==> src/rtl/vin_rcservo.sv <==
// vin_rcservo: RC-servo pulse decoder.
// Measures PWM high time, reports clamped offset from center, period and validity.
module vin_rcservo #(
    parameter int unsigned SERVO_CENTER  = 72000,
    parameter int unsigned SERVO_MINMAX  = 72000,
    parameter int unsigned SERVO_TIMEOUT = 960000,
    parameter int unsigned FILTER_LEN    = 3
) (
    input  logic               clk,
    input  logic               rst_n,
    input  logic               PWM,
    output logic signed [31:0] rcValue,
    output logic        [31:0] rcPeriod,
    output logic               rcValid
);

    localparam logic [1:0] S_IDLE = 2'd0;
    localparam logic [1:0] S_HIGH = 2'd1;
    localparam logic [1:0] S_LOW  = 2'd2;

    localparam logic [31:0]        C_TIMEOUT = 32'(SERVO_TIMEOUT);
    localparam logic [3:0]         C_FLEN    = 4'(FILTER_LEN);
    localparam logic signed [32:0] C_CENTER  = 33'(SERVO_CENTER);
    localparam logic signed [32:0] C_MAX     = 33'(SERVO_MINMAX);
    localparam logic signed [32:0] C_MIN     = -C_MAX;

    logic        r_sync1;
    logic        r_sync2;
    logic [3:0]  r_fcnt;
    logic        r_pwm_f;
    logic        r_prev;
    logic [1:0]  r_prime;
    logic [3:0]  r_lowcnt;
    logic        r_armed;
    logic [1:0]  r_state;
    logic [31:0] r_width;
    logic [31:0] r_period;
    logic signed [31:0] r_rc_value;
    logic [31:0] r_rc_period;
    logic        r_rc_valid;

    logic               w_rise;
    logic               w_fall;
    logic signed [32:0] w_diff;
    logic signed [31:0] w_value;

    function automatic logic [31:0] sat_inc(input logic [31:0] v);
        return (v >= C_TIMEOUT) ? v : v + 32'd1;
    endfunction

    // Synchronise the pin and accept a new level only after FILTER_LEN equal samples.
    always_ff @(posedge clk) begin
        if (!rst_n) begin
            r_sync1 <= 1'b0;
            r_sync2 <= 1'b0;
            r_fcnt  <= 4'd0;
            r_pwm_f <= 1'b0;
            r_prev  <= 1'b0;
        end else begin
            r_sync1 <= PWM;
            r_sync2 <= r_sync1;
            r_prev  <= r_pwm_f;
            if (r_sync2 != r_pwm_f) begin
                if (r_fcnt + 4'd1 >= C_FLEN) begin
                    r_pwm_f <= r_sync2;
                    r_fcnt  <= 4'd0;
                end else begin
                    r_fcnt <= r_fcnt + 4'd1;
                end
            end else begin
                r_fcnt <= 4'd0;
            end
        end
    end

    // Arm only after a genuine filtered low is seen, so a pulse high at reset is ignored.
    always_ff @(posedge clk) begin
        if (!rst_n) begin
            r_prime  <= 2'b00;
            r_lowcnt <= 4'd0;
            r_armed  <= 1'b0;
        end else begin
            r_prime <= {r_prime[0], 1'b1};
            if (r_prime[1] && !r_sync2) begin
                if (r_lowcnt + 4'd1 >= C_FLEN) begin
                    r_armed <= 1'b1;
                end else begin
                    r_lowcnt <= r_lowcnt + 4'd1;
                end
            end else begin
                r_lowcnt <= 4'd0;
            end
        end
    end

    assign w_rise = r_pwm_f & ~r_prev;
    assign w_fall = ~r_pwm_f & r_prev;

    // Signed offset of the measured width from center, clamped to +/- minmax.
    always_comb begin
        w_diff  = $signed({1'b0, r_width}) - C_CENTER;
        w_value = w_diff[31:0];
        if (w_diff > C_MAX) begin
            w_value = C_MAX[31:0];
        end else if (w_diff < C_MIN) begin
            w_value = C_MIN[31:0];
        end
    end

    // Frame FSM: width/period measurement with timeout failsafe taking priority.
    always_ff @(posedge clk) begin
        if (!rst_n) begin
            r_state     <= S_IDLE;
            r_width     <= 32'd0;
            r_period    <= 32'd0;
            r_rc_value  <= 32'sd0;
            r_rc_period <= 32'd0;
            r_rc_valid  <= 1'b0;
        end else begin
            case (r_state)
                S_IDLE: begin
                    if (w_rise && r_armed) begin
                        r_state  <= S_HIGH;
                        r_width  <= 32'd1;
                        r_period <= 32'd1;
                    end
                end
                S_HIGH: begin
                    if (r_width >= C_TIMEOUT) begin
                        r_state     <= S_IDLE;
                        r_rc_value  <= 32'sd0;
                        r_rc_period <= 32'd0;
                        r_rc_valid  <= 1'b0;
                    end else begin
                        r_width  <= sat_inc(r_width);
                        r_period <= sat_inc(r_period);
                        if (w_fall) begin
                            r_state    <= S_LOW;
                            r_rc_value <= w_value;
                            r_rc_valid <= 1'b1;
                        end
                    end
                end
                S_LOW: begin
                    if (r_period >= C_TIMEOUT) begin
                        r_state     <= S_IDLE;
                        r_rc_value  <= 32'sd0;
                        r_rc_period <= 32'd0;
                        r_rc_valid  <= 1'b0;
                    end else if (w_rise) begin
                        r_rc_period <= r_period;
                        r_width     <= 32'd1;
                        r_period    <= 32'd1;
                        r_state     <= S_HIGH;
                    end else begin
                        r_period <= sat_inc(r_period);
                    end
                end
                default: begin
                    r_state <= S_IDLE;
                end
            endcase
        end
    end

    assign rcValue  = r_rc_value;
    assign rcPeriod = r_rc_period;
    assign rcValid  = r_rc_valid;

endmodule

==> config.mk <==
export PLATFORM = sky130hd
export DESIGN_NAME = vin_rcservo
export DESIGN_NICKNAME = d
export VERILOG_FILES = /design/src/rtl/vin_rcservo.sv
export SDC_FILE = /design/constraint.sdc
export NUM_CORES = 1
export LEC_CHECK = 0
export ABC_AREA = 1
export ABC_CLOCK_PERIOD_IN_PS = 4000
export BUFFER_PORTS_ARGS = -buffer_cell sky130_fd_sc_hd__buf_2
export CAP_MARGIN = 20
export CORE_ASPECT_RATIO = 0.5
export CORE_MARGIN = 1.5
export CORE_UTILIZATION = 45
export CTS_BUF_LIST = sky130_fd_sc_hd__clkbuf_16
export DETAILED_ROUTE_END_ITERATION = 8
export GPL_TIMING_DRIVEN = 0
export PLACE_DENSITY = 0.67
export REMOVE_ABC_BUFFERS = 1
export SLEW_MARGIN = 20
export SYNTH_ARGS = -nofsm -noshare
export SYNTH_HDL_FRONTEND = slang
export SYNTH_SLANG_ARGS = --single-unit
export TNS_END_PERCENT = 10
==> constraint.sdc <==
create_clock -name clk -period 4 [get_ports clk]
set_input_delay 0.6 -clock clk [delete_from_list [all_inputs] [get_ports clk]]
set_output_delay 0.6 -clock clk [all_outputs]
set_load 0.03 [all_outputs]
### Yosys cells after proc, flatten, opt, wreduce, memory -nomap -nowiden

Index checks and enable logic that the tools add are counted.

* $add $sub $neg: 5
* order comparisons: 6
* equal/unequal tests: 12
* muxes and demuxes: 31
* bitwise operators: 6
* reduce and logical (&&, ||, !) cells: 15

Operators with widths (count)
* $mux W32: 16
* $pmux W32 S3: 2
* $pmux W32 S2: 2
* $add A32 B1 Y32 const B: 2
* $ge A32 B20 Y1 const B: 2
* $gt A33 B18 Y1 const B: 1
* $lt A33 B18 Y1 const B: 1
* $sub A32 B17 Y33 const B: 1
* $ne A2 B2 Y1 const B: 7
* $mux W2: 5
* $reduce_and A5 Y1: 2
* $reduce_and A3 Y1: 3
* $add A4 B1 Y4 const B: 2
* $ge A4 B2 Y1 const B: 2
* $ne A3 B3 Y1 const B: 2
* $pmux W2 S3: 1
* $reduce_and A2 Y1: 3
* $mux W1: 4
* $not A1 Y1: 4
* $reduce_bool A3 Y1: 1
* $reduce_or A3 Y1: 1
* $and A1 B1 Y1: 2
* $eq A2 B1 Y1 const B: 1
* $eq A2 B2 Y1 const B: 1
* other kinds (6): 7

* register bits: 146
* input bits: 3
* output and inout bits: 65
* logic and storage cells: 90

### Longest topological paths before layout

* depth in word-level cells: 7
* gate-level depth with buffers: 21

### Worst setup path after synthesis

OpenSTA, ideal clock, no wires.

* path type: register to register
* start: reg r_width[6]
* end: reg r_rc_value[0] (netlist: rcValue[0])
* data arrival time: 1.996 ns
* path slack: 1.933 ns
* cell stages (with the launch flop): 21
* buffers on the path: 1
* clock period less this slack: 2.067 ns
* cells stage by stage: dfxtp_1 > inv_1 > ha_1 > inv_1 > nand2_1 > nand2_1 > nand2_2 > nand2_2 > nand2_2 > nand2_4 > nand2_1 > nand2_1 > nand3_1 > nor2_1 > nand2_1 > nor2_2 > nand2_2 > nand2_4 > buf_6 > nand3_1 > a21oi_1

* longest elaborated chain between the ends: 7
* elaborated cells on any way between the ends: 11
* those cells by class: 1 x add/sub; 3 x order compare; 1 x eq/ne; 5 x mux; 1 x reduce/logical

Ends and longest elaborated chain
* start, declared: RTL line 36 `logic [31:0] r_width;`
* start signal, assigned: RTL line 135 `r_width <= sat_inc(r_width);`
* $sub A32 B17 Y33: RTL line 101 `w_diff = $signed({1'b0, r_width}) - C_CENTER;`
* $lt A33 B18 Y1: RTL line 105 `end else if (w_diff < C_MIN) begin`
* $mux W32: RTL line 105
* $mux W32: RTL line 103 `if (w_diff > C_MAX) begin`
* $mux W32: RTL line 137 `if (w_fall) begin`
* $mux W32: RTL line 129 `if (r_width >= C_TIMEOUT) begin`
* $pmux W32 S2: RTL line 120 `case (r_state)`
* end signal, assigned: RTL line 139 `r_rc_value <= w_value;`
* end, declared: RTL line 38 `logic signed [31:0] r_rc_value;`

Parallel ways exist; a longest one is shown, timed or not. The select of a mux whose other input is x is not followed.
A chain may end at the register's enable or synchronous reset.

### Worst setup path after layout

* start: reg r_period[11]
* end: reg r_rc_period[9] (netlist: rcPeriod[9])

* longest elaborated chain between the ends: 3
* elaborated cells on any way between the ends: 5
* those cells by class: 1 x order compare; 1 x eq/ne; 2 x mux; 1 x reduce/logical

Ends and longest elaborated chain
* start, declared: RTL line 37 `logic [31:0] r_period;`
* start signal, assigned: RTL line 136 `r_period <= sat_inc(r_period);`
* start signal, assigned: RTL line 156 `r_period <= sat_inc(r_period);`
* $ge A32 B20 Y1 (*): RTL line 145 `if (r_period >= C_TIMEOUT) begin`
* $ne A3 B3 Y1 (no source line) or $mux W32 (tied branches)
* $reduce_and A3 Y1 (no source line) or $pmux W32 S2 (tied branches)
* end signal, assigned: RTL line 151 `r_rc_period <= r_period;`
* end, declared: RTL line 39 `logic [31:0] r_rc_period;`

Mark *: on every way between the ends. The rest lies on a longest branch, timed or not.

==> key figures <==
Clocking
  – Clk root buf: clkbuf_16
  – H-tree levels: 4
  – Clock latency on the worst-skew pair: 0.44 ns
  – Worst-path clk slew: 0.07 ns
  – PostCTS Resize Cnt: 0
  – TritonCTS Sinks: 146
  – Cts bufs inserted: 17
  – CTS tree: done
  – Buffer depth of the longest clock path: 2
  – Cts hold-fix bufs: 0
  – # Post-CTS Setup Buffers: 0

Timing
  – Final period util: 84.7%
  – Worst Tran Pin Value: 0.981 ns
  – Max_slew headroom: 34.6%
  – Post-route minimum period: 3.39 ns
  – Final TNS setup: 0 ns
  – Final setup violation count: 0
  – RSZ-0062 raised after global routing: false
  – Final WS setup: 0.611 ns
  – Fmax: 0.295 GHz
  – Slew Viols, Final: 0
  – Fin. Hold Viols: 0
  – Skew final: 0.0149 ns

Floorplan
  – Die H: 91.6 um
  – Die Wd: 180 um
  – Std cell rows: 32
  – Io pins: 68
  – Die ar.: 0.0165 mm2
  – Core area: 0.0154 mm2
  – Initial Utilization: 46.0%

Worst setup path
  – Critical path class: flip-flop to flip-flop
  – Worst r2r src: r_period[11]$_SDFFE_PN0P_
  – CP Capture Type: flip-flop
  – Critical path origin: r_period[11]$_SDFFE_PN0P_
  – Data arrival, critical path: 3.70 ns
  – FF-to-FF path depth: 10
  – Worst Path Required: 4.31 ns
  – Critical Path Fanout Max: 33
  – Startpoint types: flip-flop
  – R2R Path End: rcPeriod[9]$_SDFFE_PN0P_
  – Crit path to: rcPeriod[9]$_SDFFE_PN0P_
  – R2r setup slk: 0.61 ns

Logic synthesis
  – Ys flop type: dfxtp_1
  – Synth Cell Area: 0.00707 mm2
  – Sequential element share of the synthesized area: 41.4%
  – Synthesized instance count: 994
  – Synthesized area per cell: 7.11 um2
  – Synth top area cells: dfxtp_1 41%, nand2_1 12%, nor2_1 6.1%
  – Post-synthesis register bit count: 146
  – Share of the synthesized area in the top cell type: 41.4%
  – Yosys warns: 0
  – Cell variety after synth: 43
  – EDFF count, synth: 0
  – Post-synth ARST share: 0%
  – Leading area contributor after synthesis: dfxtp_1

Route
  – ANT nets after route: 0
  – Vias: 6504
  – Vias per std cell: 5.16
  – Wirelength per Cell: 13.1 um
  – Drt first pass iters: 5
  – DRC viols: 0
  – DRT iter0 DRCs: 383
  – WL final: 16500 um

Layout
  – Fin nets: 1062
  – Commonest cells after routing, fill and taps aside: 218 x nand2_1, 146 x dfxtp_1, 113 x nor2_1
  – Ant diodes: 0
  – Most common cell after layout, fill and taps aside: nand2_1
  – Layout cells sized above 1: 15.6%
  – P&R area growth vs syn: 14.2%

Global route
  – GRT overflow: 0
  – Vias in the first global route: 6015
  – GR met2 Demand/Resource: 35.0%
  – First-pass GRT wire length: 28300 um
  – Met3 usage: 5.40%
  – Total GRT Usage: 21.1%
  – GR peak layer: met2
  – Pin count of the biggest net entering global routing: 72
  – M1 GR Usage: 27.2%
  – Initial antenna violation count: 0

Place
  – Pre-CTS WS: 0.693 ns
  – GP Congestion: 0.905
  – IO buf count: 67
  – HPWL Detailed: 11600 um

Pwr
  – LEAKAGE: 3.49 nW
  – Pwr Density: 534 mW/mm2
  – Peak supply drop: 0.374 mV

Min path
  – Tightest Hold Check Type: input port to flip-flop

Run
  – Max_cap viols: 0

Outcome
  – Status: complete, no violations
cells by family after synthesis:
kind of cell | share of synthesized area [%]
xor+xnor | 2.35
other cells | 0.0531
compound gates | 9.75
fa+ha+maj | 2.66
flops | 41.4
simple gates | 34.8
buf+inv | 8.99
how the worst min path moves through the flow:
stage,start,to,cells after the start
2_1_floorplan,r_prime[0]$_DFF_P_,r_prime[1]$_SDFF_PN0_,2
3_3_place_gp,r_prime[0]$_DFF_P_,r_prime[1]$_SDFF_PN0_,2
3_5_place_dp,r_prime[0]$_DFF_P_,r_prime[1]$_SDFF_PN0_,2
4_1_cts,PWM,r_sync1$_SDFF_PN0_,3
5_1_grt,PWM,r_sync1$_SDFF_PN0_,3
6_report,PWM,r_sync1$_SDFF_PN0_,3
routing by layer:
metal	up-vias	part of all wire, %
li1	3321	-
met1	3012	48
met2	155	46
met3	16	5.5
met4	0	0.89
met5	-	0
layout make-up:
class / instances / area [um2]
fillers: 1499 / 7300
multi-input cells: 697 / 3520
flip-flops and latches: 146 / 2920
inverters: 114 / 432
clock buffers: 17 / 425
repair buffers: 68 / 363
well taps: 204 / 255
clock inverters: 15 / 156
critical path, stage by stage (launching register included):
cell and delay, ns:
dfxtp_1 0.36, inv_1 0.14, a31oi_1 0.10, o21ai_0 0.17
nand2_1 0.17, nor2_2 0.78, nand2_1 0.18, nand3_2 0.55
inv_1 0.52, nor2_1 0.22, nor3_1 0.07
Yosys cell counts, types with 5 or more instances:
library cell / instances
clkbuf_1: 18
buf_2: 12
o21ai_0: 19
inv_1: 98
nand4_1: 20
buf_6: 5
a211oi_1: 7
nor2_4: 5
ha_1: 15
inv_2: 13
xor2_1: 15
a21oi_1: 80
nor4_1: 10
nor3_1: 57
nor2_2: 9
a31oi_1: 6
nand3_1: 66
nand2_2: 19
dfxtp_1: 146
nand2_1: 219
nor2_1: 114
registers in the layout, indices dropped and copies added (netlist names):
name,flops
r_width,32
rcPeriod,32
r_fcnt,4
rcValue,32
r_prime,2
r_lowcnt,4
r_prev,1
r_state,2
r_pwm_f,1
r_period,32
rcValid,1
r_sync2,1
r_armed,1
r_sync1,1
metrics by stage:
| step | std cells | cell area [um2] | total power, mW | hold WS, ns | util [%] |
|---|---|---|---|---|---|
| after CTS | 1261 | 8070 | 4.33 | 0.342 | 52.5 |
| after detailed placement | 1229 | 7490 | 2.75 | 0.397 | 48.7 |
| after global placement | 1228 | 7460 | 2.73 | 0.396 | 48.5 |
| after floorplan | 957 | 6870 | 2.44 | 0.390 | - |
| final | 1261 | 8070 | 4.31 | 0.346 | 52.5 |
| after global routing | 1261 | 8070 | 4.54 | 0.388 | 52.5 |
power breakdown:
part	internal, mW	switching [mW]
Clock	0.837	0.741
Sequential	1.57	0.0679
Combinational	0.263	0.827
No activity file was read; power rests on OpenSTA's default activity.
